### config.mk
export PLATFORM = sky130hd
export DESIGN_NAME = fpu_alu_pipe_exec_element_flat
export DESIGN_NICKNAME = d
export VERILOG_FILES = /design/src/rtl/fpu_alu_pipe_exec_element_if.sv /design/src/rtl/fpu_alu_pipe_exec_element.sv /design/src/flat_wrapper.sv
export SDC_FILE = /design/constraint.sdc
export NUM_CORES = 1
export LEC_CHECK = 0
export CAP_MARGIN = 20
export CORE_AREA = 2 2 86 108
export CTS_CLUSTER_DIAMETER = 60
export DETAILED_ROUTE_END_ITERATION = 10
export DIE_AREA = 0 0 88 110
export GPL_ROUTABILITY_DRIVEN = 0
export PLACE_DENSITY = 0.86
export SYNTH_ARGS = -nofsm -noshare
export SYNTH_HDL_FRONTEND = slang
export SYNTH_SLANG_ARGS = --single-unit
### constraint.sdc
create_clock -name clk -period 5 [get_ports clk]
set_clock_uncertainty 0.05 [all_clocks]
set_input_delay 0.75 -clock clk [delete_from_list [all_inputs] [get_ports clk]]
set_output_delay 0.75 -clock clk [all_outputs]
set_load 0.02 [all_outputs]
### src/rtl/fpu_alu_pipe_exec_element_if.sv
`default_nettype none
// ============================================================================
// Module      : fpu_alu_pipe_exec_element_if
// Description : Issue / completion bundle for the pipelined FP ALU exec
//               element. The master side issues ops and accepts results;
//               the slave side is the execution element.
// Revision    : 1.0 - initial release
// ============================================================================
interface fpu_alu_pipe_exec_element_if #(
    parameter int EXP_W  = 8,
    parameter int FRAC_W = 23,
    parameter int TAG_W  = 5
);
    localparam int W = 1 + EXP_W + FRAC_W;

    logic             flush;
    logic             start;
    logic             ready;
    logic [5:0]       inst_num;
    logic [W-1:0]     fs;
    logic [W-1:0]     ft;
    logic [TAG_W-1:0] tag_in;
    logic             completed;
    logic             ack;
    logic [W-1:0]     out;
    logic [TAG_W-1:0] tag_out;
    logic             exc_invalid;

    modport master (
        output flush, start, inst_num, fs, ft, tag_in, ack,
        input  ready, completed, out, tag_out, exc_invalid
    );

    modport slave (
        input  flush, start, inst_num, fs, ft, tag_in, ack,
        output ready, completed, out, tag_out, exc_invalid
    );
endinterface
`default_nettype wire

### src/rtl/fpu_alu_pipe_exec_element.sv
`default_nettype none
// ============================================================================
// Module      : fpu_alu_pipe_exec_element
// Description : Pipelined non-arithmetic FP ALU (move, neg, abs, compare,
//               min, max), generic over float format, with valid/ready
//               handshakes, per-op tag and flush.
// Revision    : 1.0 - initial release
// ============================================================================
module fpu_alu_pipe_exec_element #(
    parameter int EXP_W   = 8,
    parameter int FRAC_W  = 23,
    parameter int LATENCY = 2,
    parameter int TAG_W   = 5
) (
    input  logic clk,
    input  logic reset,
    fpu_alu_pipe_exec_element_if.slave bus
);
    localparam int W = 1 + EXP_W + FRAC_W;

    localparam logic [5:0] c_OP_FMOV = 6'd0;
    localparam logic [5:0] c_OP_FNEG = 6'd1;
    localparam logic [5:0] c_OP_FABS = 6'd2;
    localparam logic [5:0] c_OP_FEQ  = 6'd3;
    localparam logic [5:0] c_OP_FLT  = 6'd4;
    localparam logic [5:0] c_OP_FLE  = 6'd5;
    localparam logic [5:0] c_OP_FMIN = 6'd6;
    localparam logic [5:0] c_OP_FMAX = 6'd7;

    localparam logic [W-1:0] c_QNAN = {1'b0, {EXP_W{1'b1}}, 1'b1, {(FRAC_W-1){1'b0}}};
    localparam logic [W-1:0] c_SIGN = {1'b1, {(W-1){1'b0}}};

    logic             w_a_nan, w_b_nan, w_a_snan, w_b_snan, w_any_nan;
    logic             w_both_zero, w_lt, w_eq;
    logic [W-1:0]     w_res;
    logic             w_inv;
    logic             w_adv;

    logic             valid_q [LATENCY];
    logic             valid_d [LATENCY];
    logic [W-1:0]     res_q   [LATENCY];
    logic [W-1:0]     res_d   [LATENCY];
    logic [TAG_W-1:0] tag_q   [LATENCY];
    logic [TAG_W-1:0] tag_d   [LATENCY];
    logic             exc_q   [LATENCY];
    logic             exc_d   [LATENCY];

    // Classify operands and order them as sign-magnitude values (+0 == -0)
    always_comb begin
        w_a_nan     = (&bus.fs[W-2:FRAC_W]) && (|bus.fs[FRAC_W-1:0]);
        w_b_nan     = (&bus.ft[W-2:FRAC_W]) && (|bus.ft[FRAC_W-1:0]);
        w_a_snan    = w_a_nan && !bus.fs[FRAC_W-1];
        w_b_snan    = w_b_nan && !bus.ft[FRAC_W-1];
        w_any_nan   = w_a_nan || w_b_nan;
        w_both_zero = (bus.fs[W-2:0] == '0) && (bus.ft[W-2:0] == '0);
        w_eq        = w_both_zero || (bus.fs == bus.ft);
        w_lt        = 1'b0;
        if (!w_both_zero) begin
            if (bus.fs[W-1] != bus.ft[W-1]) begin
                w_lt = bus.fs[W-1];
            end else if (!bus.fs[W-1]) begin
                w_lt = bus.fs[W-2:0] < bus.ft[W-2:0];
            end else begin
                w_lt = bus.fs[W-2:0] > bus.ft[W-2:0];
            end
        end
    end

    // Stage-0 result and invalid flag for the selected op
    always_comb begin
        w_res = '0;
        w_inv = 1'b0;
        case (bus.inst_num)
            c_OP_FMOV: w_res = bus.fs;
            c_OP_FNEG: w_res = bus.fs ^ c_SIGN;
            c_OP_FABS: w_res = bus.fs & ~c_SIGN;
            c_OP_FEQ: begin
                w_res[0] = !w_any_nan && w_eq;
                w_inv    = w_a_snan || w_b_snan;
            end
            c_OP_FLT: begin
                w_res[0] = !w_any_nan && w_lt;
                w_inv    = w_any_nan;
            end
            c_OP_FLE: begin
                w_res[0] = !w_any_nan && (w_lt || w_eq);
                w_inv    = w_any_nan;
            end
            c_OP_FMIN, c_OP_FMAX: begin
                w_inv = w_a_snan || w_b_snan;
                if (w_a_nan && w_b_nan) begin
                    w_res = c_QNAN;
                end else if (w_a_nan) begin
                    w_res = bus.ft;
                end else if (w_b_nan) begin
                    w_res = bus.fs;
                end else if (w_both_zero) begin
                    // min prefers -0, max prefers +0
                    if (bus.inst_num == c_OP_FMIN) begin
                        w_res = (bus.fs[W-1] || bus.ft[W-1]) ? c_SIGN : '0;
                    end else begin
                        w_res = (bus.fs[W-1] && bus.ft[W-1]) ? c_SIGN : '0;
                    end
                end else begin
                    w_res = (w_lt == (bus.inst_num == c_OP_FMIN)) ? bus.fs : bus.ft;
                end
            end
            default: w_inv = 1'b1;
        endcase
    end

    // The whole pipe moves only when the last stage is empty or being taken
    assign w_adv     = !valid_q[LATENCY-1] || bus.ack;
    assign bus.ready = w_adv;

    // Next-state of every stage: hold, shift on advance, flush kills valids
    always_comb begin
        for (int k = 0; k < LATENCY; k++) begin
            valid_d[k] = valid_q[k];
            res_d[k]   = res_q[k];
            tag_d[k]   = tag_q[k];
            exc_d[k]   = exc_q[k];
        end
        if (w_adv) begin
            valid_d[0] = bus.start;
            res_d[0]   = w_res;
            tag_d[0]   = bus.tag_in;
            exc_d[0]   = w_inv;
            for (int k = 1; k < LATENCY; k++) begin
                valid_d[k] = valid_q[k-1];
                res_d[k]   = res_q[k-1];
                tag_d[k]   = tag_q[k-1];
                exc_d[k]   = exc_q[k-1];
            end
        end
        if (bus.flush) begin
            for (int k = 0; k < LATENCY; k++) begin
                valid_d[k] = 1'b0;
            end
        end
    end

    // Stage registers with synchronous reset
    always_ff @(posedge clk) begin
        for (int k = 0; k < LATENCY; k++) begin
            if (reset) begin
                valid_q[k] <= 1'b0;
                res_q[k]   <= '0;
                tag_q[k]   <= '0;
                exc_q[k]   <= 1'b0;
            end else begin
                valid_q[k] <= valid_d[k];
                res_q[k]   <= res_d[k];
                tag_q[k]   <= tag_d[k];
                exc_q[k]   <= exc_d[k];
            end
        end
    end

    assign bus.completed   = valid_q[LATENCY-1];
    assign bus.out         = res_q[LATENCY-1];
    assign bus.tag_out     = tag_q[LATENCY-1];
    assign bus.exc_invalid = exc_q[LATENCY-1];
endmodule
`default_nettype wire

### src/flat_wrapper.sv
// flat-port wrapper written by rule: the top's interface ports become plain ports
module fpu_alu_pipe_exec_element_flat 
#(
    parameter int EXP_W   = 8,
    parameter int FRAC_W  = 23,
    parameter int LATENCY = 2,
    parameter int TAG_W   = 5
)
  (clk, reset, bus_flush, bus_start, bus_inst_num, bus_fs, bus_ft, bus_tag_in, bus_ack, bus_ready, bus_completed, bus_out, bus_tag_out, bus_exc_invalid);
  fpu_alu_pipe_exec_element_if #(.EXP_W(EXP_W), .FRAC_W(FRAC_W), .TAG_W(TAG_W)) bus_i ();
  input  logic clk;
  input  logic reset;
  input wire logic [$bits(bus_i.flush)-1:0] bus_flush;
  input wire logic [$bits(bus_i.start)-1:0] bus_start;
  input wire logic [$bits(bus_i.inst_num)-1:0] bus_inst_num;
  input wire logic [$bits(bus_i.fs)-1:0] bus_fs;
  input wire logic [$bits(bus_i.ft)-1:0] bus_ft;
  input wire logic [$bits(bus_i.tag_in)-1:0] bus_tag_in;
  input wire logic [$bits(bus_i.ack)-1:0] bus_ack;
  output wire logic [$bits(bus_i.ready)-1:0] bus_ready;
  output wire logic [$bits(bus_i.completed)-1:0] bus_completed;
  output wire logic [$bits(bus_i.out)-1:0] bus_out;
  output wire logic [$bits(bus_i.tag_out)-1:0] bus_tag_out;
  output wire logic [$bits(bus_i.exc_invalid)-1:0] bus_exc_invalid;
  assign bus_i.flush = bus_flush;
  assign bus_i.start = bus_start;
  assign bus_i.inst_num = bus_inst_num;
  assign bus_i.fs = bus_fs;
  assign bus_i.ft = bus_ft;
  assign bus_i.tag_in = bus_tag_in;
  assign bus_i.ack = bus_ack;
  assign bus_ready = bus_i.ready;
  assign bus_completed = bus_i.completed;
  assign bus_out = bus_i.out;
  assign bus_tag_out = bus_i.tag_out;
  assign bus_exc_invalid = bus_i.exc_invalid;
  fpu_alu_pipe_exec_element #(.EXP_W(EXP_W), .FRAC_W(FRAC_W), .LATENCY(LATENCY), .TAG_W(TAG_W)) u_core (.clk(clk), .reset(reset), .bus(bus_i));
endmodule
; Word-level counts from Yosys, hierarchy flattened
; Memories as Yosys holds them, arrays and structs flattened.
; Index checks and enable logic that the tools add are counted.
[op_classes]
n_lt_le_gt_ge = 2
n_eq_ne = 10
mux = 30
n_bitwise = 9
reduce_logical = 31
[ops]
columns = cell, n
row1 = $mux W32, 10
row2 = $pmux W31 S4, 1
row3 = $mux W64, 1
row4 = $logic_not A31 Y1, 2
row5 = $reduce_or A23 Y1, 2
row6 = $eq A32 B32 Y1, 1
row7 = $gt A31 B31 Y1, 1
row8 = $lt A31 B31 Y1, 1
row9 = $eq A6 B3 Y1 const B, 4
row10 = $reduce_and A8 Y1, 2
row11 = $eq A6 B2 Y1 const B, 2
row12 = $logic_and A1 B1 Y1, 10
row13 = $mux W1, 10
row14 = $mux W10, 1
row15 = $mux W5, 2
row16 = $or A1 B1 Y1, 8
row17 = $eq A6 B1 Y1 const B, 1
row18 = $logic_not A6 Y1, 1
row19 = $logic_or A1 B1 Y1, 6
row20 = $mux W2, 3
row21 = $reduce_or A3 Y1, 2
row22 = $pmux W1 S5, 1
row23 = $logic_not A1 Y1, 4
row24 = $reduce_or A2 Y1, 2
row25 = 4 further kinds, 4
[word_totals]
regBits = 0
ramBits = 78
input_bits = 80
out_inout_bits = 40
memories = 4
[mem_list]
columns = name, words, width, rd, rd_ports_with_merged_regs, write_ports, line_no
row1 = u_core.res_q, 2, 32, 2, 0, 2, fpu_alu_pipe_exec_element.sv:41  ; logic [W-1:0] res_q [LATENCY];
row2 = u_core.tag_q, 2, 5, 2, 0, 2, fpu_alu_pipe_exec_element.sv:43  ; logic [TAG_W-1:0] tag_q [LATENCY];
row3 = u_core.exc_q, 2, 1, 2, 0, 2, fpu_alu_pipe_exec_element.sv:45  ; logic exc_q [LATENCY];
row4 = u_core.valid_q, 2, 1, 2, 0, 2, fpu_alu_pipe_exec_element.sv:39  ; logic valid_q [LATENCY];

; Longest topological paths before layout
; Gate-level depths: netlist of the first run.
[depth]
ltp_word = 13
mapped_depth = 13
ltp_nobuf = 10

; Worst setup path before layout of the first run
; OpenSTA, ideal clock, no wires.
[synth_timing]
kind = in2reg
start = in bus_ft[22]
end = mem u_core.res_q[0][18] (netlist bit)
t_arrival_ns = 3.184
required_ns = 4.828
setup_slack_ns = 1.644
path_stages = 13
n_path_buf = 3
path_cell_list = inv_1 > ha_1 > and4_4 > and4_4 > a2111oi_4 > nand3_1 > o211a_1 > buf_6 > xnor2_1 > a22o_1 > buf_6 > buf_6 > a221o_1
[synth_lines]
columns = element, line_no
row1 = from (decl), flat_wrapper.sv:17  ; input wire logic [$bits(bus_i.ft)-1:0] bus_ft;
row2 = to (decl), fpu_alu_pipe_exec_element.sv:41

==> summary.md, run 1 <==
| Metric | Value |
|---|---|
| Fin crit period | `4080 ps` |
| CP Launch Type | `input port` |
| Netlist cell types | `57` |
| Die area | `9680 sq um` |
| Core ar. | `8610 sq um` |
| P_leak | `2.32 nW` |
| Worst setup path category | `in -> reg` |
| Combinational power share | `0.176` |
| Drt wl/cell | `17.2 microns` |
| Area Overhead vs Synth | `32.3%` |
| EDFF count, synth | `0` |
| Final setup violation count | `0` |
| Initial DRT Pass Iterations | `5` |
| Area taken by multi-input logic gates | `2630 sq um` |
| R2R setup slack | `2460 ps` |
| Vias in the first global route | `4407` |
| I/O pin total | `120` |
| Post-route clock period utilization | `0.816` |
| Pint | `0.000977 W` |
| Clk buf depth | `2` |
| Clk root buf | `clkbuf_8` |
| Achievable Freq | `245 MHz` |
| Clock share of power | `0.345` |
| First-pass GRT wire length | `21300 microns` |
| Switch Pwr | `0.000356 W` |
| Tightest Pin Transition | `760 ps` |
| Grt ovf | `0` |
| Crit end category | `flop` |
| Top sig layer | `met4` |
| DRT met1 WL | `5490 microns` |
| Power Dens Cells | `225 nW/um^2` |
| Hold Crit Class | `reg -> reg` |
| ANT nets after route | `0` |
| Final nets | `775` |
| Port Buffers | `119` |
| Layout cells sized above 1 | `0.0465` |
| Initial antenna violation count | `0` |
| Hold path depth | `2` |
| Vias per cell | `5.93` |
| CTS H-Tree Depth | `3` |
| # diodes | `0` |
| Required time worst endpoint | `5190 ps` |
| Total Neg Setup Slack | `0 ps` |
| Post-Route WL | `13500 microns` |
| CTS tree | `yes` |
| Peak VDD IR | `0.145 mV` |
| Seq pwr share | `0.480` |
| Post-cts resize count | `0` |
| CTS buffer count | `9` |
| Synthesis Warnings | `0` |
| Post-synthesis register bit count | `78` |
| DR iter-0 viols | `293` |
| Clk sinks | `78` |
| Max incr delay on CP | `660 ps` |
| Drc violations | `0` |
| Synthesized net count | `668` |
| Crit path cell chain | `clkdlybuf4s50_1 -> inv_1 -> ha_1 -> nand4b_1 -> clkinv_1 -> a2111oi_0 -> o31ai_1 -> o211a_1 -> xnor2_1 -> a22o_1 -> buf_4 -> a221o_1` |
| Cell area after layout | `5910 sq um` |
| Die height | `110 microns` |
| Hold Buf Count CTS | `0` |
| R2r worst-path depth | `6` |
| CP Max Fanout | `27` |
| Clk Latency, worst-skew pair | `360 ps` |
| Top FF cell, synth | `dfxtp_1` |
| Starting Density | `0.520` |
| Cell count after synthesis | `555` |
| Fill count | `693` |
| FFs w/ async S/R, synth | `0` |
| Slew headroom | `0.492` |
| Detailed Place HPWL | `10100 microns` |
| Area of the mapped netlist | `4470 sq um` |
| Outcome | `complete, no violations` |
| Routed wl met2 | `6530 microns` |
| Mapped Avg Cell Area | `8.06 sq um` |
| WP data arrival | `4270 ps` |
| Hold Path Origin | `u_core.res_q[1][0]` |
| Rows | `38` |
| Reg-to-Reg Start | `u_core.valid_q[1]` |
| Largest net degree at the start of global routing | `52` |
| Hold Violations, Final | `0` |
| Die X-Extent | `88 microns` |
| Sw frac | `0.267` |
| Seq/Total Area, Yosys | `0.349` |
| Pins Over Slew Limit | `0` |
| Worst r2r dst | `u_core.res_q[0][8]` |
| Register area | `1560 sq um` |
| Total global-route track usage | `0.285` |
| Clk slew on worst S/H paths | `70 ps` |
| CP max-delay cell | `clkdlybuf4s50_1` |
| Met3 Wirelength | `1020 microns` |
| Unrepaired setup endpoints after global routing | `no` |
| Hold Path End | `u_core.res_q[1][0]` |
| Total number of vias | `4665` |
| Placed standard-cell area | `5730 sq um` |
| Post-CTS Setup Bufs | `0` |
| Maxcap violations | `0` |
[layout by cell type, fill, tap and decap left out, types with 6 or more instances in the layout]
master	netlist	final
a21oi_1	58	58
dfxtp_1	78	78
nor3_1	9	9
a221o_1	28	28
buf_4	0	9
nand2_1	109	109
nand4_1	8	8
o31ai_1	6	6
nor2_1	18	18
nor4_1	16	16
clkdlybuf4s50_1	0	118
ha_1	33	33
and2_1	31	31
o21ai_0	6	6
nand3_1	9	9
inv_1	35	35
clkbuf_8	0	9
[cell families after synthesis]
family / share of synthesized area
mux: 0.00895
compound gates: 0.224
buf+inv: 0.0641
fa+ha+maj: 0.0923
xor+xnor: 0.00392
flops: 0.349
simple gates: 0.257
[critical path: cells and delay by family]
| kind | cells | cell delay, ps |
|---|---|---|
| and+or+nand+nor | 1 | 140 |
| adders and majority gates | 1 | 410 |
| AOI/OAI and AO/OA | 5 | 1590 |
| buffers and inverters | 4 | 1160 |
| xor gates and xnor gates | 1 | 190 |
[worst max-delay path by stage]
stage                from                  end  slack, ps  depth (start not counted)
6_report       bus_fs[31]   u_core.res_q[0][8]        920                         12
5_1_grt        bus_fs[31]   u_core.res_q[0][8]        710                         12
4_1_cts        bus_fs[31]   u_core.res_q[0][8]       1040                         12
3_5_place_dp   bus_fs[31]  u_core.res_q[0][16]        700                         12
3_3_place_gp   bus_fs[31]  u_core.res_q[0][10]        900                         12
2_1_floorplan  bus_ft[22]  u_core.res_q[0][18]       1640                         13
[final cells by class]
cell class / count / share of cell area
Inverter: 36 / 0.0228
Multi-Input combinational cell: 409 / 0.445
Clock inverter: 4 / 0.00804
Tap cell: 120 / 0.0254
Sequential cell: 78 / 0.264
Timing Repair Buffer: 128 / 0.212
Clock buffer: 12 / 0.0228
[stage by stage]
stage | power [W] | setup WS (ps) | utilization | hold slack, ps | instances
after floorplan | 0.000765 | 1640 | - | 382 | 555
after global placement | 0.000876 | 900 | 0.666 | 388 | 771
after detailed placement | 0.000882 | 702 | 0.666 | 395 | 771
after CTS | 0.00134 | 1040 | 0.687 | 404 | 787
after global routing | 0.00139 | 713 | 0.687 | 429 | 787
final | 0.00133 | 921 | 0.687 | 402 | 787
[power groups by stage]
stage	clock [W]	sequential, W	combinational (W)
5_1_grt	0.000494	0.000641	0.000253
4_1_cts	0.000468	0.000639	0.000231
3_3_place_gp	0	0.000653	0.000223
6_report	0.000459	0.000639	0.000234
3_5_place_dp	0	0.000653	0.000229
2_1_floorplan	0	0.000658	0.000108
[routing by layer]
metal | vias up | GRT usage
met5 | - | 0
met4 | 0 | 0.135
met3 | 38 | 0.0640
met2 | 238 | 0.465
met1 | 2181 | 0.355
li1 | 2208 | -
[cell usage after synthesis, types with 3 or more instances]
master,instances,area (sq um)
nand2_1,109,409
dfxtp_1,78,1560
a21oi_1,58,290
inv_1,35,131
ha_1,33,413
and2_1,31,194
a221o_1,28,280
clkbuf_1,25,93.8
nor2_1,18,67.6
nor4_1,16,100
nand3_1,9,45.0
nor3_1,9,45.0
nand4_1,8,50.1
o21ai_0,6,30.0
o31ai_1,6,45.0
a31oi_1,5,31.3
a21boi_1,4,30.0
a22o_1,4,35.0
and3_1,4,25.0
and4_4,4,45.0
buf_6,4,45.0
mux2i_1,4,40.0
o21a_1,4,30.0
o21ai_1,4,20.0
nor2b_1,3,18.8
or4_1,3,22.5
[state kept, by name, indices dropped and copies added, names as in the netlist]
signal          count
u_core.valid_q      2
u_core.res_q       64
u_core.exc_q        2
u_core.tag_q       10
Note: power is estimated with default switching activity, not from simulation.
==> run 2: changes to the inputs <==
--- a/config.mk
+++ b/config.mk
@@ -6,12 +6,12 @@
 export NUM_CORES = 1
 export LEC_CHECK = 0
 export CAP_MARGIN = 20
-export CORE_AREA = 2 2 86 108
+export CORE_AREA = 2 2 89 112
 export CTS_CLUSTER_DIAMETER = 60
 export DETAILED_ROUTE_END_ITERATION = 10
-export DIE_AREA = 0 0 88 110
+export DIE_AREA = 0 0 91 114
 export GPL_ROUTABILITY_DRIVEN = 0
-export PLACE_DENSITY = 0.86
+export PLACE_DENSITY = 0.8
 export SYNTH_ARGS = -nofsm -noshare
 export SYNTH_HDL_FRONTEND = slang
 export SYNTH_SLANG_ARGS = --single-unit
==> constraint.sdc (replaced) <==
create_clock -name clk -period 3.84 [get_ports clk]
set_clock_uncertainty 0.05 [all_clocks]
set_input_delay 0.576 -clock clk [delete_from_list [all_inputs] [get_ports clk]]
set_output_delay 0.576 -clock clk [all_outputs]
set_load 0.02 [all_outputs]
==> summary.md, run 2 (synthesized netlist as in run 1, its figures left out) <==
| Metric | Value |
|---|---|
| Outcome | `complete, no violations` |
| Tightest Pin Transition | `692 ps (-67.3 ps)` |
| Hold Path End | `u_core.res_q[1][11]` |
| R2r worst-path depth | `7 (+1)` |
| Total Neg Setup Slack | `0 ps (unchanged)` |
| Die area | `10400 sq um (+7.2%)` |
| First-pass GRT wire length | `22600 microns (+5.9%)` |
| Max FFs per register | `64 (unchanged)` |
| Slew headroom | `0.537 (+0.0453)` |
| Total power | `0.00196 W (+47%)` |
| Peak VDD IR | `0.273 mV (+88%)` |
| Combinational power share | `0.162 (-0.014)` |
| Sw frac | `0.271 (+0.00414)` |
| Crit path cell chain | `clkdlybuf4s50_1 -> inv_1 -> ha_1 -> and4_4 -> and4_4 -> a2111oi_4 -> nand3_1 -> o211a_1 -> xnor2_1 -> a22o_1 -> buf_12 -> a221o_1` |
| Clk sinks | `78 (unchanged)` |
| CP Max Fanout | `21 (-22%)` |
| P_leak | `2.43 nW (+4.7%)` |
| Largest net degree at the start of global routing | `51 (-1.9%)` |
| Vias per cell | `5.83 (-1.6%)` |
| Finished Core Util | `0.652 (-0.0357)` |
| WP data arrival | `3690 ps (-580 ps)` |
| Area Overhead vs Synth | `37.1%` |
| Die height | `114 microns (+3.6%)` |
| Total global-route track usage | `0.272 (-0.0134)` |
| Maxcap violations | `0 (unchanged)` |
| CTS buffer count | `9 (unchanged)` |
| Reg-to-Reg Start | `u_core.valid_q[1]` |
| Switch Pwr | `0.000531 W (+49%)` |
| Clock share of power | `0.412 (+0.067)` |
| Fin crit period | `3510 ps` |
| Post-cts resize count | `0 (unchanged)` |
| Max incr delay on CP | `540 ps (-120 ps)` |
| Largest registers | `u_core.res_q: 64 flops, u_core.tag_q: 10 flops` |
| Final nets | `788 (+1.7%)` |
| Achievable Freq | `285 MHz` |
| Hold Path Origin | `u_core.res_q[1][11]` |
| Pins Over Slew Limit | `0 (unchanged)` |
| Final setup violation count | `0 (unchanged)` |
| Post-CTS Setup Bufs | `0 (unchanged)` |
| Seq pwr share | `0.426 (-0.054)` |
| Die X-Extent | `91 microns (+3.4%)` |
| Post-route clock period utilization | `0.915` |
| I/O pin total | `120 (unchanged)` |
| Starting Density | `0.475 (-0.0444)` |
| Initial DRT Pass Iterations | `5 (unchanged)` |
| Worst r2r dst | `u_core.res_q[0][14]` |
| Hold Buf Count CTS | `0 (unchanged)` |
| CP Launch Type | `input port` |
| Core ar. | `9410 sq um (+9.3%)` |
| CP max-delay cell | `clkdlybuf4s50_1` |
| Port Buffers | `119 (unchanged)` |
| Commonest non-fill, non-tap cells in the layout | `clkdlybuf4s50_1, nand2_1, dfxtp_1` |
| CTS tree | `yes` |
| Detailed Place HPWL | `10700 microns (+5.9%)` |
| Initial antenna violation count | `0 (unchanged)` |
| Fill count | `806 (+16%)` |
| Drc violations | `0 (unchanged)` |
| Pint | `0.00143 W (+46%)` |
| Hold Crit Class | `reg -> reg` |
| Clk buf depth | `2 (unchanged)` |
| Area taken by multi-input logic gates | `2630 sq um (unchanged)` |
| R2R setup slack | `1730 ps (-730 ps)` |
| # diodes | `0 (unchanged)` |
| Most common cell on crit path | `and4_4` |
| Drt wl/cell | `17.3 microns (+0.60%)` |
| Total number of vias | `4701 (+0.77%)` |
| Clk root buf | `clkbuf_16` |
| Reg with most FFs | `u_core.res_q` |
| Commonest non-fill, non-tap cell in the layout | `clkdlybuf4s50_1` |
| Clk Latency, worst-skew pair | `340 ps (-20 ps)` |
| DR iter-0 viols | `310 (+5.8%)` |
| Register area | `1560 sq um (unchanged)` |
| Post-Route WL | `13900 microns (+3.0%)` |
| Required time worst endpoint | `4010 ps (-1180 ps)` |
| Hold path depth | `2 (unchanged)` |
| ANT nets after route | `0 (unchanged)` |
| Vias in the first global route | `4704 (+6.7%)` |
| Worst setup path category | `in -> reg` |
| Layout cells sized above 1 | `0.0691 (+0.0226)` |
| Hold Violations, Final | `0 (unchanged)` |
| Unrepaired setup endpoints after global routing | `no` |
| Crit end category | `flop` |
| Grt ovf | `0 (unchanged)` |
| Clk slew on worst S/H paths | `60 ps (about the same)` |
| Power Dens Cells | `319 nW/um^2 (+42%)` |
| CTS H-Tree Depth | `3 (unchanged)` |
| Rows | `40 (+5.3%)` |
run 2: cell count changes in the layout (fill, tap and decap cells not counted):
cell        before  now
buf_12           0    1
clkbuf_1         3    0
inv_8            0    1
bufinv_16        1    0
clkinvlp_4       1    3
buf_4            9   21
clkbuf_8         9    0
clkinv_2         2    1
clkbuf_16        0    9
inv_6            0    2
run 2: final cells by class:
cell class                 count  area share
clock inverter                 7     0.00918
tap                          126      0.0257
timing repair buffer         141       0.222
multi-input combinational    409       0.429
inverter                      36      0.0220
sequential                    78       0.255
clock buffer                   9      0.0367
run 2: power by group through the flow:
stage	sequential [W]	combinational, W	clock [W]
after global placement	0.000850	0.000303	0
final	0.000833	0.000317	0.000807
after global routing	0.000834	0.000343	0.000851
after detailed placement	0.000851	0.000310	0
after floorplan	0.000857	0.000140	0
after CTS	0.000833	0.000313	0.000818
run 2: worst max-delay path, delay by kind of cell:
kind            cells  cell delay [ps]
xor+xnor            1              160
simple gates        3              530
compound gates      4             1270
buf+inv             3              800
fa+ha+maj           1              330
run 2: metrics by stage:
| step | worst slack [ps] | instance area, sq um | instances | hold WS (ps) |
|---|---|---|---|---|
| global placement | 141 | 5850 | 790 | 387 |
| CTS | 364 | 6130 | 806 | 401 |
| floorplan | 658 | 4470 | 555 | 382 |
| global route | 187 | 6130 | 806 | 415 |
| finish | 328 | 6130 | 806 | 400 |
| detailed placement | 14.4 | 5850 | 790 | 394 |
run 2: how the worst max path moves through the flow:
stage	from	end	slack, ps	depth (start not counted)
after CTS	bus_ft[22]	u_core.res_q[0][20]	360	12
after global routing	bus_ft[22]	u_core.res_q[0][15]	190	12
after floorplan	bus_ft[22]	u_core.res_q[0][18]	660	13
final	bus_ft[22]	u_core.res_q[0][14]	330	12
after detailed placement	bus_ft[22]	u_core.res_q[0][17]	10	12
after global placement	bus_ft[22]	u_core.res_q[0][18]	140	12
run 2: layer usage:
| metal | track usage | vias to the layer above | wire [microns] | share of wire |
|---|---|---|---|---|
| met1 | 0.316 | 2222 | 5700 | 0.41 |
| met4 | 0.110 | 0 | 314 | 0.023 |
| li1 | - | 2246 | - | - |
| met3 | 0.0608 | 23 | 997 | 0.072 |
| met5 | 0 | - | 0 | 0 |
| met2 | 0.482 | 210 | 6920 | 0.50 |
